File: config.mk
export PLATFORM = sky130hd
export DESIGN_NAME = rr_mux_arbiter_flat
export DESIGN_NICKNAME = d
export VERILOG_FILES = /design/src/rtl/rr_mux_arbiter_if.sv /design/src/rtl/rr_mux_arbiter.sv /design/src/flat_wrapper.sv
export SDC_FILE = /design/constraint.sdc
export NUM_CORES = 1
export LEC_CHECK = 0
export CORE_MARGIN = 4
export CORE_UTILIZATION = 41
export DETAILED_ROUTE_END_ITERATION = 10
export PLACE_DENSITY = 0.65
export SYNTH_ARGS = -nofsm -noshare
export SYNTH_HDL_FRONTEND = slang
export SYNTH_SLANG_ARGS = --single-unit
File: constraint.sdc
create_clock -name clk -period 4.11 [get_ports clk]
set_clock_uncertainty 0.15 [all_clocks]
set_input_delay 0.411 -clock clk [delete_from_list [all_inputs] [get_ports clk]]
set_output_delay 0.411 -clock clk [all_outputs]
set_load 0.02 [all_outputs]
File: src/rtl/rr_mux_arbiter_if.sv
// Request/data/grant bundle between four sources and the round-robin mux arbiter.
// master = sources and output consumer, slave = arbiter.
interface rr_mux_arbiter_if #(
  parameter int WIDTH = 4
);
  logic [3:0]            req;
  logic [3:0][WIDTH-1:0] data;
  logic [3:0]            gnt;
  logic [1:0]            sel;
  logic [WIDTH-1:0]      y;
  logic                  y_valid;

  modport master (output req, data, input gnt, sel, y, y_valid);
  modport slave  (input req, data, output gnt, sel, y, y_valid);
endinterface

File: src/rtl/rr_mux_arbiter.sv
// Four-source round-robin arbiter steering the granted source onto a registered output,
// with each grant capped at MAX_HOLD words while another source is waiting.
module rr_mux_arbiter #(
  parameter int WIDTH    = 4,
  parameter int MAX_HOLD = 4
) (
  input  logic            clk,
  input  logic            reset,
  rr_mux_arbiter_if.slave bus
);

  typedef enum logic {S_IDLE = 1'b0, S_GRANT = 1'b1} state_t;

  localparam logic [3:0] HOLD_LAST = 4'(MAX_HOLD - 1);
  localparam logic [3:0] HOLD_MAX  = 4'(MAX_HOLD);

  state_t           r_state, w_state;
  logic [1:0]       r_ptr, w_ptr;
  logic [1:0]       r_sel, w_sel;
  logic [3:0]       r_gnt, w_gnt;
  logic [3:0]       r_hold, w_hold;
  logic [WIDTH-1:0] r_y, w_y;
  logic             r_y_valid, w_y_valid;
  logic             r_skip, w_skip;
  logic [3:0]       w_others;
  logic [1:0]       w_win_any, w_win_oth;

  // First set bit searching upward from p+1, wrapping mod 4.
  function automatic logic [1:0] rr_pick(input logic [3:0] r, input logic [1:0] p);
    logic [1:0] idx;
    logic [1:0] win;
    logic       found;
    win   = p;
    found = 1'b0;
    for (int k = 1; k <= 4; k++) begin
      idx = p + 2'(k);
      if (!found && r[idx]) begin
        win   = idx;
        found = 1'b1;
      end
    end
    return win;
  endfunction

  assign w_others  = bus.req & ~r_gnt;
  assign w_win_any = rr_pick(bus.req, r_ptr);
  assign w_win_oth = rr_pick(w_others, r_ptr);

  always_comb begin
    w_state   = r_state;
    w_ptr     = r_ptr;
    w_sel     = r_sel;
    w_gnt     = r_gnt;
    w_hold    = r_hold;
    w_y       = r_y;
    w_y_valid = 1'b0;
    w_skip    = 1'b0;
    case (r_state)
      S_IDLE: begin
        if (|bus.req) begin
          w_state = S_GRANT;
          w_gnt   = 4'b0001 << w_win_any;
          w_sel   = w_win_any;
          w_ptr   = w_win_any;
          w_hold  = 4'd0;
        end
      end
      S_GRANT: begin
        if (bus.req[r_sel] && !r_skip) begin
          w_y       = bus.data[r_sel];
          w_y_valid = 1'b1;
          if (r_hold != HOLD_MAX) w_hold = r_hold + 4'd1;
          // A saturated holder is still cut off as soon as someone else asks.
          if (r_hold >= HOLD_LAST && |w_others) begin
            w_gnt  = 4'b0001 << w_win_oth;
            w_sel  = w_win_oth;
            w_ptr  = w_win_oth;
            w_hold = 4'd0;
            w_skip = 1'b1;
          end
        end else if (!bus.req[r_sel]) begin
          if (|w_others) begin
            w_gnt  = 4'b0001 << w_win_oth;
            w_sel  = w_win_oth;
            w_ptr  = w_win_oth;
            w_hold = 4'd0;
          end else begin
            w_state = S_IDLE;
            w_gnt   = 4'b0000;
          end
        end
        // r_skip with req held: the preempted-in source's settle cycle, no capture.
      end
      default: w_state = S_IDLE;
    endcase
  end

  always_ff @(posedge clk) begin
    if (reset) begin
      r_state   <= S_IDLE;
      r_ptr     <= 2'd3;
      r_sel     <= 2'd0;
      r_gnt     <= 4'b0000;
      r_hold    <= 4'd0;
      r_y       <= '0;
      r_y_valid <= 1'b0;
      r_skip    <= 1'b0;
    end else begin
      r_state   <= w_state;
      r_ptr     <= w_ptr;
      r_sel     <= w_sel;
      r_gnt     <= w_gnt;
      r_hold    <= w_hold;
      r_y       <= w_y;
      r_y_valid <= w_y_valid;
      r_skip    <= w_skip;
    end
  end

  assign bus.gnt     = r_gnt;
  assign bus.sel     = r_sel;
  assign bus.y       = r_y;
  assign bus.y_valid = r_y_valid;

endmodule
File: src/flat_wrapper.sv
// flat-port wrapper written by rule: the top's interface ports become plain ports
module rr_mux_arbiter_flat 
#(
  parameter int WIDTH    = 4,
  parameter int MAX_HOLD = 4
)
  (clk, reset, bus_req, bus_data, bus_gnt, bus_sel, bus_y, bus_y_valid);
  rr_mux_arbiter_if #(.WIDTH(WIDTH)) bus_i ();
  input  logic clk;
  input  logic reset;
  input wire logic [$bits(bus_i.req)-1:0] bus_req;
  input wire logic [$bits(bus_i.data)-1:0] bus_data;
  output wire logic [$bits(bus_i.gnt)-1:0] bus_gnt;
  output wire logic [$bits(bus_i.sel)-1:0] bus_sel;
  output wire logic [$bits(bus_i.y)-1:0] bus_y;
  output wire logic [$bits(bus_i.y_valid)-1:0] bus_y_valid;
  assign bus_i.req = bus_req;
  assign bus_i.data = bus_data;
  assign bus_gnt = bus_i.gnt;
  assign bus_sel = bus_i.sel;
  assign bus_y = bus_i.y;
  assign bus_y_valid = bus_i.y_valid;
  rr_mux_arbiter #(.WIDTH(WIDTH), .MAX_HOLD(MAX_HOLD)) u_core (.clk(clk), .reset(reset), .bus(bus_i));
endmodule
# Word level (Yosys, flattened, before mapping)
# Index checks and enable logic that the tools add are counted.
word_totals:
  reg_bits: 19
  inputBits: 22
  output_inout_bits: 11
  wordCells: 113
classes:
  n_addsub: 4
  magnitude_cmp: 6
  eq_ne: 6
  shifts: 2
  muxes: 60
  n_bitwise: 4
  reduce_logical: 23
op_table:
  columns: ["operator", "n"]
  rows:
  - ["4-bit two-way mux", 12]
  - ["2-bit two-way mux", 13]
  - ["1-bit two-way mux", 21]
  - ["1-bit binary-select mux with 2-bit select", 9]
  - ["4-bit one-hot mux with 2 select lines", 2]
  - ["2-bit by 3-bit < comparator with 1-bit output (second input constant)", 5]
  - ["3-bit != test (second input constant)", 3]
  - ["4-bit binary-select mux with 2-bit select", 1]
  - ["1-bit logical AND", 8]
  - ["4-bit AND reduction", 2]
  - ["4-bit OR reduction", 2]
  - ["1-bit by 2-bit left shift with 4-bit output (first input constant)", 2]
  - ["1-bit logical NOT", 7]
  - ["2-bit adder (second input constant)", 2]
  - ["4-bit by 1-bit adder with 4-bit output (second input constant)", 1]
  - ["4-bit AND", 1]
  - ["4-bit by 2-bit greater-or-equal comparator with 1-bit output (second input constant)", 1]
  - ["4-bit by 3-bit != test with 1-bit output (second input constant)", 1]
  - ["4-bit != test (second input constant)", 1]
  - ["4-bit inverter", 1]
  - ["2-bit one-hot mux with 2 select lines", 1]
  - ["3-bit AND reduction", 1]
  - ["3-bit OR reduction", 1]
  - ["2-bit by 1-bit adder with 2-bit output (second input constant)", 1]
  - ["other kinds (5)", 6]

# Depth between registers and ports, before layout
# Gate-level depths: netlist (run 1).
depth:
  word_depth: 19
  ltp_mapped: 7
  depth_no_buf: 7

# Least setup slack after synthesis (run 1)
# No wires, ideal clock.
synth_timing:
  path_type: "register to register"
  startpoint: "register u_core.r_sel[1] (netlist: u_core.bus.sel[1])"
  endpoint: "register u_core.r_hold[3]"
  setup_time_ns: 0.070
  t_arrival_ns: 1.895
  required_time_ns: 3.890
  path_slack_ns: 1.995
  stages_incl_launch_ff: 7
  path_buffers: 1
  period_less_slack_ns: 2.115
  path_cell_list: "dfxtp_1 -> buf_6 -> mux2i_2 -> o22ai_1 -> a311o_1 -> or3_1 -> a21oi_1"
synth_via:
  elab_chain_len: 5
  word_cells_on_any_way: 9
  classes_between: "3 x eq/ne; 4 x mux; 2 x reduce/logical"
synth_rtl:
  columns: ["item", "line_no", "text"]
  rows:
  - ["start, declared", "rr_mux_arbiter.sv:19", "logic [1:0] r_sel, w_sel;"]
  - ["start signal, assigned", "rr_mux_arbiter.sv:111", "r_sel <= w_sel;"]
  - ["1-bit binary-select mux with 2-bit select *", "rr_mux_arbiter.sv:69, rr_mux_arbiter.sv:81", null]
  - ["1-bit two-way mux (not written as such) *", "rr_mux_arbiter.sv:69, rr_mux_arbiter.sv:81", null]
  - ["1-bit logical AND", "rr_mux_arbiter.sv:69", "if (bus.req[r_sel] && !r_skip) begin"]
  - ["4-bit != test (no line) (tied with other cells)", null, null]
  - ["4-bit AND reduction (no line) or 4-bit one-hot mux with 2 select lines (tied branches)", null, null]
  - ["end signal, assigned", "rr_mux_arbiter.sv:113", "r_hold <= w_hold;"]
  - ["end, declared", "rr_mux_arbiter.sv:21", "logic [3:0] r_hold, w_hold;"]
# Mark *: on every way between the ends. The rest lies on a longest branch, timed or not. The select of a mux whose other input is x is not followed.
# A chain may end at the register's enable or synchronous reset.

# Final worst setup path (run 1)
layout_timing:
  startpoint: "input port bus_req[1]"
  endpoint: "register u_core.r_sel[0] (netlist: u_core.bus.sel[0])"
layout_via:
  elab_chain_len: 17
  word_cells_on_any_way: 60
  classes_between: "4 x eq/ne; 38 x mux; 1 x bitwise; 17 x reduce/logical"
layout_rtl:
  columns: ["item", "line_no", "text"]
  rows:
  - ["start, declared", "flat_wrapper.sv:11", "input wire logic [$bits(bus_i.req)-1:0] bus_req;"]
  - ["4-bit AND", "rr_mux_arbiter.sv:45", "assign w_others = bus.req & ~r_gnt;"]
  - ["1-bit binary-select mux with 2-bit select", "rr_mux_arbiter.sv:37", "if (!found && r[idx]) begin"]
  - ["1-bit two-way mux (not written as such)", "rr_mux_arbiter.sv:37", null]
  - ["1-bit two-way mux", "rr_mux_arbiter.sv:37", null]
  - ["1-bit logical NOT", "rr_mux_arbiter.sv:37", null]
  - ["1-bit logical AND", "rr_mux_arbiter.sv:37", null]
  - ["1-bit two-way mux", "rr_mux_arbiter.sv:37", null]
  - ["1-bit logical NOT", "rr_mux_arbiter.sv:37", null]
  - ["1-bit logical AND", "rr_mux_arbiter.sv:37", null]
  - ["1-bit two-way mux", "rr_mux_arbiter.sv:37", null]
  - ["1-bit logical NOT", "rr_mux_arbiter.sv:37", null]
  - ["1-bit logical AND", "rr_mux_arbiter.sv:37", null]
  - ["2-bit two-way mux", "rr_mux_arbiter.sv:37", null]
  - ["2-bit two-way mux", "rr_mux_arbiter.sv:82", "if (|w_others) begin"]
  - ["2-bit two-way mux", "rr_mux_arbiter.sv:81", "end else if (!bus.req[r_sel]) begin"]
  - ["2-bit two-way mux", "rr_mux_arbiter.sv:69", null]
  - ["2-bit one-hot mux with 2 select lines", "rr_mux_arbiter.sv:58", "case (r_state)"]
# Several ways; a longest one is shown, not always the timed one. The select of a mux whose other input is x is not followed.

==> qor.txt, run 1 <==
status -> finished clean
Reg clk slew, reported paths -> 0.12 ns
final setup fails -> 0
CP max stage cell -> clkdlybuf4s50_1
Cells after Synth -> 155
EDFF count, synth -> 0
fill count -> 294
crit path capture type -> flop
die height -> 65.8 um
Required @ worst endpoint -> 4.18 ns
family with the most delay on the worst path -> compound AO/OA/AOI/OAI gates
CP Launch Point -> bus_req[1]
Inserted Clock Buffers -> 3
area of the multi-input gates -> 912 um2
ant diodes -> 0
primary flip-flop cell chosen by synthesis mapping -> dfxtp_1
asr flop ratio synth -> 0%
Clock Root Buffer -> clkbuf_4
GPL Wtd Cong -> 0.893
WHS -> 0.364 ns
Sink Count -> 19
post-synthesis cell area -> 0.00137 mm2
#FFs+latches synth -> 19
Crit Path Class -> in2reg
slew margin rel. -> 40.3%
Starting Density -> 43.8%
Clock Latency Late Sink -> 0.31 ns
share of cells above drive strength 1 -> 8.33%
initial antenna violation count -> 0
IO buf count -> 32
area grow syn2layout -> 25.1%
core area -> 0.00313 mm2
R2R setup slack -> 1.68 ns
r2r endpoint -> u_core.bus.sel[0]
Post-CTS Resized -> 0
top-area cell type share of the netlist area -> 27.8%
fmax -> 397 MHz
H-tree Lvls -> 1
DR iter-0 viols -> 89
HPWL after DPL -> 2.82 mm
Ys Warns -> 0
Routed Antenna Nets -> 0
global-route wire length before repair -> 6.07 mm
max_cap viols -> 0
sequential element share of the synthesized area -> 27.8%
vias -> 1351
routed wire length -> 3.66 mm
top cells by area, synth -> dfxtp_1 28%, mux4_2 8.2%, nor2_1 4.7%
final slew viol count -> 0
full die area -> 0.00433 mm2
Worst path depth -> 6
worst setup path endpoint -> u_core.bus.sel[0]
die extent in x -> 65.8 um
worst-margin pin slew -> 0.872 ns
Fin. Hold Viols -> 0
floorplan row count -> 20
crit path cell chain -> clkdlybuf4s50_1, nand2b_1, a41o_1, o22ai_2, nand2_1, o41ai_1
router iterations before antenna repair -> 4
cell taking the most area after synthesis -> dfxtp_1
Clock Tree Buf Depth -> 2
PwrDens -> 514 mW/mm2
FF-to-FF Start -> u_core.bus.sel[1]
RSZ-0062 raised after global routing -> false
Crit Path Max Fanout -> 10
CP arrival -> 2.59 ns
Lkg Pwr -> 0.598 nW
Distinct cells, synth -> 56
startpoint types -> input port
CTS tree -> yes
largest net degree at the start of global routing -> 19
post-route setup TNS -> 0 ns
total grt overflow -> 0
synthesized area per cell -> 8.83 um2
WP buf/inv -> 1
R2R depth -> 5
number of global-route vias before repair -> 1295
# IOs -> 33
Routed WL per cell -> 16.3 um
Worst Hold Class -> reg2reg
slowest stage delay, CP -> 0.65 ns
Vias/cell -> 6.03
Period minus WS final -> 2.52 ns
Global Route Usage Sum -> 17.9%
Hold Buf Count CTS -> 0
VDD IR max -> 0.000283 V
fin nets -> 205
post-CTS setup buffers -> 0
Final period util -> 61.4%
Synthesized Nets -> 179
Sequential Area -> 380 um2
DRC violations left -> 0
==> kinds of logic after synthesis <==
| family | synth area share, % |
|---|---|
| compound gates | 26.3 |
| simple gates | 23.9 |
| xor+xnor | 0.640 |
| fa+ha+maj | 1.83 |
| mux | 13.9 |
| buf+inv | 5.57 |
| flops | 27.8 |
==> power by group <==
group	internal, mW	switching, mW	total, mW
sequential	0.227	0.0850	0.312
clock	0.0371	0.0670	0.104
combinational	0.235	0.229	0.464
==> cells in the mapped netlist, types with 3 or more instances <==
library cell / instances
dfxtp_1: 19
nor2_1: 17
nand2b_1: 9
a21oi_1: 8
mux2i_1: 5
mux4_2: 5
nand2_1: 5
nand3_1: 5
buf_2: 4
clkbuf_1: 4
inv_1: 4
nor2b_1: 4
nor3_1: 4
o22ai_1: 4
o211ai_1: 3
o21ai_0: 3
==> per-stage QoR <==
step           power (mW)  worst slack (ns)  instance area (um2)  cells  utilization [%]
2_1_floorplan       0.643              2.00                 1370    155                -
3_3_place_gp        0.773              1.30                 1680    220             53.8
3_5_place_dp        0.779              1.30                 1680    220             53.8
4_1_cts             0.883              1.63                 1710    224             54.8
5_1_grt             0.940              1.36                 1710    224             54.8
6_report            0.881              1.59                 1710    224             54.8
==> cell usage in the layout, fill, tap and decap left out, types with 2 or more instances in the layout <==
cell type / count
clkbuf_4: 3
nor3_1: 4
mux4_2: 5
ha_1: 2
o21ai_0: 3
a211oi_1: 2
nand3b_1: 2
a311oi_1: 2
o22ai_1: 4
and3b_1: 2
nand4_1: 2
mux2i_1: 5
or3_1: 2
or4_1: 2
clkdlybuf4s50_1: 32
mux2i_2: 2
inv_1: 4
o32ai_1: 2
a211o_1: 2
dfxtp_1: 19
a21oi_1: 8
o211ai_1: 3
nor2b_1: 4
nor2_1: 17
nand2_1: 5
nand2b_1: 9
nand3_1: 5
==> final cells by class <==
| type | count | share of cell area (%) |
|---|---|---|
| clock buffer | 3 | 1.31 |
| clock inverter | 1 | 0.438 |
| inverter | 4 | 0.877 |
| multi-input combinational | 121 | 53.3 |
| sequential | 19 | 22.2 |
| tap | 44 | 3.21 |
| timing repair buffer | 32 | 18.7 |
==> sequential cells by signal (all words and copies together) (netlist names) <==
signal              flops
u_core.r_skip           1
u_core.bus.y_valid      1
u_core.bus.gnt          4
u_core.r_state          1
u_core.r_ptr            2
u_core.r_hold           4
u_core.bus.y            4
u_core.bus.sel          2
==> worst reg2reg max path, delay by kind of cell, from the launching register on <==
family | cells | cell delay, ns
compound gates | 3 | 0.97
simple gates | 1 | 0.19
mux | 1 | 0.39
flops | 1 | 0.65
==> per-layer routing <==
metal	vias up	global-route usage (%)	wire [um]	part of all wire, %
met5	-	0	0	0
met4	0	4.92	53	1.4
met3	8	4.42	201	5.5
met2	43	30.0	1800	49
met1	655	22.6	1600	44
li1	645	-	-	-
==> how the worst min path moves through the flow <==
| stage | start | endpoint | slack, ns | cells after the start |
|---|---|---|---|---|
| floorplan | u_core.r_hold[3] | u_core.r_hold[3] | 0.32 | 2 |
| global placement | u_core.bus.y[0] | u_core.bus.y[0] | 0.33 | 2 |
| detailed placement | u_core.bus.y[1] | u_core.bus.y[1] | 0.34 | 2 |
| CTS | u_core.bus.y[1] | u_core.bus.y[1] | 0.37 | 2 |
| global route | u_core.bus.y[1] | u_core.bus.y[1] | 0.40 | 2 |
| finish | u_core.bus.y[1] | u_core.bus.y[1] | 0.36 | 2 |
No activity file was read; power rests on OpenSTA's default activity.
==> inputs of run 2 (changes only) <==
clock period = 2.6 ns   (was 4.11 ns; I/O delays follow)
==> run 2 against run 1 <==
  * Clock power is 42% higher
  * Hold slack worse by 0.0059 ns
  * Largest power group unchanged
  * Die area stayed put
==> qor.txt, run 2 (same netlist as run 1, synthesis figures left out) <==
Clock Root Buffer -> clkbuf_4
GRT met2 Usage -> 29.9% (-0.13 points)
ant diodes -> 0 (unchanged)
family with the most delay on the worst path -> compound AO/OA/AOI/OAI gates
share of cells above drive strength 1 -> 11.7% (+3.4 points)
final setup fails -> 0 (unchanged)
Worst Hold Class -> reg2reg
worst-margin pin slew -> 0.538 ns (-0.335 ns)
core area -> 0.00313 mm2 (unchanged)
total grt overflow -> 0 (unchanged)
area of the multi-input gates -> 912 um2 (unchanged)
slew margin rel. -> 64.1% (+24 points)
Clock Tree Buf Depth -> 2 (unchanged)
Global Route Usage Sum -> 18.4% (+0.52 points)
HPWL after DPL -> 2.93 mm (+3.9%)
IO buf count -> 32 (unchanged)
max_cap viols -> 0 (unchanged)
crit path cell chain -> clkdlybuf4s50_1, nand2b_1, a41o_1, o22ai_2, nand2_1, o41ai_1
largest net degree at the start of global routing -> 18 (-1)
Routed WL per cell -> 16.0 um (-2.2%)
Sink Count -> 19 (unchanged)
router iterations before antenna repair -> 4 (unchanged)
Crit Path Class -> in2reg
CP max stage cell -> clkdlybuf4s50_1
number of global-route vias before repair -> 1318 (+1.8%)
Hold Buf Count CTS -> 0 (unchanged)
CTS tree -> yes
total chip power -> 1.43 mW (+62%)
most common cell after layout, fill and taps aside -> clkdlybuf4s50_1
DR iter-0 viols -> 111 (+25%)
PwrDens -> 808 mW/mm2 (+57%)
Required @ worst endpoint -> 2.63 ns (-1.55 ns)
fmax -> 437 MHz
Fin. Hold Viols -> 0 (unchanged)
WP buf/inv -> 1 (unchanged)
Sequential Area -> 380 um2 (unchanged)
Final period util -> 88.1%
final slew viol count -> 0 (unchanged)
met1 Use GR -> 25.6% (+3.0 points)
die extent in x -> 65.8 um (unchanged)
most frequent cells in the layout -> 32 x clkdlybuf4s50_1, 19 x dfxtp_1, 17 x nor2_1, 9 x nand2b_1
post-route setup TNS -> 0 ns (unchanged)
Post-CTS Resized -> 0 (unchanged)
post-CTS setup buffers -> 0 (unchanged)
floorplan row count -> 20 (unchanged)
Reg clk slew, reported paths -> 0.11 ns (about the same)
slowest stage delay, CP -> 0.66 ns (about the same)
busiest grt layer -> met2
fin nets -> 213 (+3.9%)
Vias/cell -> 5.80 (-3.9%)
status -> finished clean
full die area -> 0.00433 mm2 (unchanged)
Period minus WS final -> 2.29 ns
# IOs -> 33 (unchanged)
global-route wire length before repair -> 6.22 mm (+2.6%)
Starting Density -> 43.8% (unchanged)
fill count -> 291 (-1.0%)
Clock Latency Late Sink -> 0.29 ns (-0.02 ns)
crit path capture type -> flop
area grow syn2layout -> 29.3%
H-tree Lvls -> 1 (unchanged)
VDD IR max -> 0.000331 V (+17%)
initial antenna violation count -> 0 (unchanged)
vias -> 1345 (-0.44%)
CP arrival -> 2.32 ns (-0.27 ns)
Inserted Clock Buffers -> 3 (unchanged)
Crit Path Max Fanout -> 10 (unchanged)
RSZ-0062 raised after global routing -> false
routed wire length -> 3.71 mm (+1.3%)
met3 Use GR -> 3.74% (-0.68 points)
DRC violations left -> 0 (unchanged)
Lkg Pwr -> 0.639 nW (+6.8%)
die height -> 65.8 um (unchanged)
Routed Antenna Nets -> 0 (unchanged)
GPL Wtd Cong -> 0.962 (+7.7%)
startpoint types -> input port
==> run 2: cell count changes in the layout (fill, tap and decap cells not counted), sizes merged <==
cell,change
clkbuf,+1
buf,+8
clkinvlp,-1
==> run 2: stage by stage <==
stage	utilization (%)	cells	hold slack (ns)	area, um2	setup WS (ns)
after floorplan	-	155	0.322	1370	0.485
final	56.6	232	0.358	1770	0.310
after global routing	56.6	232	0.420	1770	0.176
after detailed placement	55.7	228	0.337	1740	0.0466
after global placement	55.7	228	0.326	1740	0.0707
after CTS	56.6	232	0.368	1770	0.328
==> run 2: area by class of cell <==
type / instances / area share [%]
Clock buffer: 4 / 1.49
Inverter: 4 / 0.849
Multi-Input combinational cell: 121 / 51.6
Sequential cell: 19 / 21.5
Tap cell: 44 / 3.11
Timing Repair Buffer: 40 / 21.5
==> run 2: routing by layer <==
layer / vias up / wire, um / share of wire [%]
met4: 0 / 29 / 0.78
met1: 635 / 1690 / 46
met5: - / 0 / 0
met2: 46 / 1750 / 47
li1: 660 / - / -
met3: 4 / 231 / 6.2
==> run 2: worst paths after layout <==
check                                  startpoint           endpoint  slack [ns]  cells after the start
worst max-delay path                   bus_req[3]  u_core.bus.sel[0]        0.31                      6
worst min-delay path              u_core.bus.y[3]    u_core.bus.y[3]        0.36                      2
worst max register to register  u_core.bus.sel[1]  u_core.bus.sel[0]        0.43                      5
worst min register to register    u_core.bus.y[3]    u_core.bus.y[3]        0.36                      2
==> run 2: worst register-to-register path: stages, from the launching register on <==
cell and delay [ns]:
dfxtp_1 0.45, mux2i_2 0.35, o22ai_1 0.20, o22ai_2 0.37, nand2_1 0.16, o41ai_1 0.39
==> run 2: report_power, final <==
part / total, mW / internal (mW) / switching [mW]
clock network: 0.148 / 0.0597 / 0.0884
logic: 0.813 / 0.411 / 0.403
registers: 0.469 / 0.360 / 0.109
total: 1.43 / 0.830 / 0.600
==> inputs of run 3 (changes only) <==
ABC_CLOCK_PERIOD_IN_PS = 2600   (was default)
CORE_UTILIZATION = 49   (was 41)
PLACE_DENSITY = 0.76   (was 0.65)
SKIP_CTS_REPAIR_TIMING = 1   (was default)
==> run 3 against run 2 <==
  * Non-clock buffer count unchanged
  * Count of clock-buffer cells in the layout down 1
  * Sequential power up 0.9%
  * Sequential share of layout area up 0.17 points
  * Clock power up 7%
  * Total power up 0.96%
  * Worst setup slack better by 0.0070 ns
  * Combinational power about the same
  * Critical endpoint unchanged
  * Largest power group unchanged
==> qor.txt, run 3 (same netlist as run 1, synthesis figures left out) <==
status -> finished clean
routed wire length -> 3.78 mm (+1.9%)
Crit Path Max Fanout -> 10 (unchanged)
fmax -> 438 MHz (+0.31%)
Reg clk slew, reported paths -> 0.12 ns (about the same)
Vias/cell -> 6.22 (+7.2%)
crit path capture type -> flop
WHS -> 0.367 ns (+0.00961 ns)
most common cell after layout, fill and taps aside -> clkdlybuf4s50_1
Fin. Hold Viols -> 0 (unchanged)
total chip power -> 1.44 mW (+0.96%)
Global Route Usage Sum -> 22.3% (+3.9 points)
placed cells -> 214 (-6.1%)
CP max stage cell -> clkdlybuf4s50_1
core area -> 0.00257 mm2 (-18%)
R2R setup slack -> 0.33 ns (-0.10 ns)
Post-DP Area -> 0.00173 mm2 (-1.0%)
r2r endpoint -> u_core.bus.sel[0]
share of cells above drive strength 1 -> 12.2% (+0.53 points)
Starting Density -> 53.3% (+9.6 points)
total grt overflow -> 0 (unchanged)
final core utilization -> 68.4% (+12 points)
worst-margin pin slew -> 0.534 ns (-0.00429 ns)
Sink Count -> 19 (unchanged)
global-route wire length before repair -> 6.22 mm (unchanged)
floorplan row count -> 18 (-10%)
RSZ-0062 raised after global routing -> false
Final period util -> 87.8% (-0.27 points)
area of the multi-input gates -> 912 um2 (unchanged)
post-route insts no fill -> 218 (-6.0%)
H-tree Lvls -> 1 (unchanged)
Final Cell Area -> 0.00176 mm2 (-0.78%)
Routed Antenna Nets -> 0 (unchanged)
PwrDens -> 822 mW/mm2 (+1.8%)
CP arrival -> 2.34 ns (+0.02 ns)
dpl ws -> 0.0217 ns (-0.0249 ns)
Routed WL per cell -> 17.3 um (+8.4%)
HPWL after DPL -> 3.02 mm (+3.3%)
worst setup path endpoint -> u_core.bus.sel[0]
max_cap viols -> 0 (unchanged)
fin nets -> 213 (unchanged)
Lkg Pwr -> 0.638 nW (-0.14%)
Clock Tree Buf Depth -> 2 (unchanged)
number of global-route vias before repair -> 1295 (-1.7%)
Clock Latency Late Sink -> 0.30 ns (about the same)
worst setup margin -> 0.317 ns (+0.00698 ns)
Clock Root Buffer -> clkbuf_4
DR iter-0 viols -> 89 (-20%)
Inserted Clock Buffers -> 3 (unchanged)
IO buf count -> 32 (unchanged)
largest net degree at the start of global routing -> 18 (unchanged)
die extent in x -> 60.9 um (-7.5%)
Required @ worst endpoint -> 2.66 ns (+0.03 ns)
router iterations before antenna repair -> 4 (unchanged)
slew margin rel. -> 64.4% (+0.29 points)
die height -> 60.9 um (-7.5%)
startpoint types -> input port
R2R depth -> 5 (unchanged)
Sequential Area -> 380 um2 (unchanged)
fill count -> 210 (-28%)
vias -> 1355 (+0.74%)
CP Launch Point -> bus_req[3]
final slew viol count -> 0 (unchanged)
final setup fails -> 0 (unchanged)
area grow syn2layout -> 28.2%
Period minus WS final -> 2.28 ns (-0.00698 ns)
Crit Path Class -> in2reg
CTS tree -> yes
Worst Hold Class -> reg2reg
full die area -> 0.00370 mm2 (-14%)
slowest stage delay, CP -> 0.65 ns (about the same)
initial antenna violation count -> 0 (unchanged)
Worst Hold Depth -> 2 (unchanged)
crit path cell chain -> clkdlybuf4s50_1, nand2b_1, a41o_1, o22ai_2, nand2_1, o41ai_1
GPL Wtd Cong -> 0.869 (-9.6%)
# IOs -> 33 (unchanged)
VDD IR max -> 0.000679 V (+110%)
most frequent cells in the layout -> 32 x clkdlybuf4s50_1, 19 x dfxtp_1, 17 x nor2_1, 9 x nand2b_1
post-route setup TNS -> 0 ns (unchanged)
FF-to-FF Start -> u_core.bus.sel[1]
DRC violations left -> 0 (unchanged)
ant diodes -> 0 (unchanged)
run 3: report_power, final:
| part | switching (mW) | leakage, nW | internal, mW |
|---|---|---|---|
| Sequential | 0.113 | 0.156 | 0.360 |
| Clock | 0.0990 | 0.0139 | 0.0586 |
| Combinational | 0.405 | 0.468 | 0.408 |
run 3: area by class of cell:
type	count	area share (%)
Timing Repair Buffer	40	21.7
Clock inverter	1	0.428
Multi-Input combinational cell	121	52.0
Tap cell	30	2.14
Sequential cell	19	21.7
Inverter	4	0.855
Clock buffer	3	1.28
run 3: worst min path at each step:
stage | from | end
2_1_floorplan | u_core.r_hold[3] | u_core.r_hold[3]
3_3_place_gp | u_core.bus.y[0] | u_core.bus.y[0]
3_5_place_dp | u_core.bus.y[2] | u_core.bus.y[2]
4_1_cts | u_core.r_hold[3] | u_core.r_hold[3]
5_1_grt | u_core.r_hold[3] | u_core.r_hold[3]
6_report | u_core.bus.y[2] | u_core.bus.y[2]
run 3: worst max-delay path, delay by kind of cell:
kind,cells,cell delay [ns]
AOI/OAI and AO/OA,3,1.05
buffers and inverters,1,0.65
and+or+nand+nor,2,0.38
run 3: per-layer routing:
layer	global-route usage, %	vias to the layer above	share of wire (%)
li1	-	664	-
met1	31.0	632	44
met2	35.1	53	48
met3	6.17	6	7.0
met4	3.41	0	1.0
met5	0	-	0
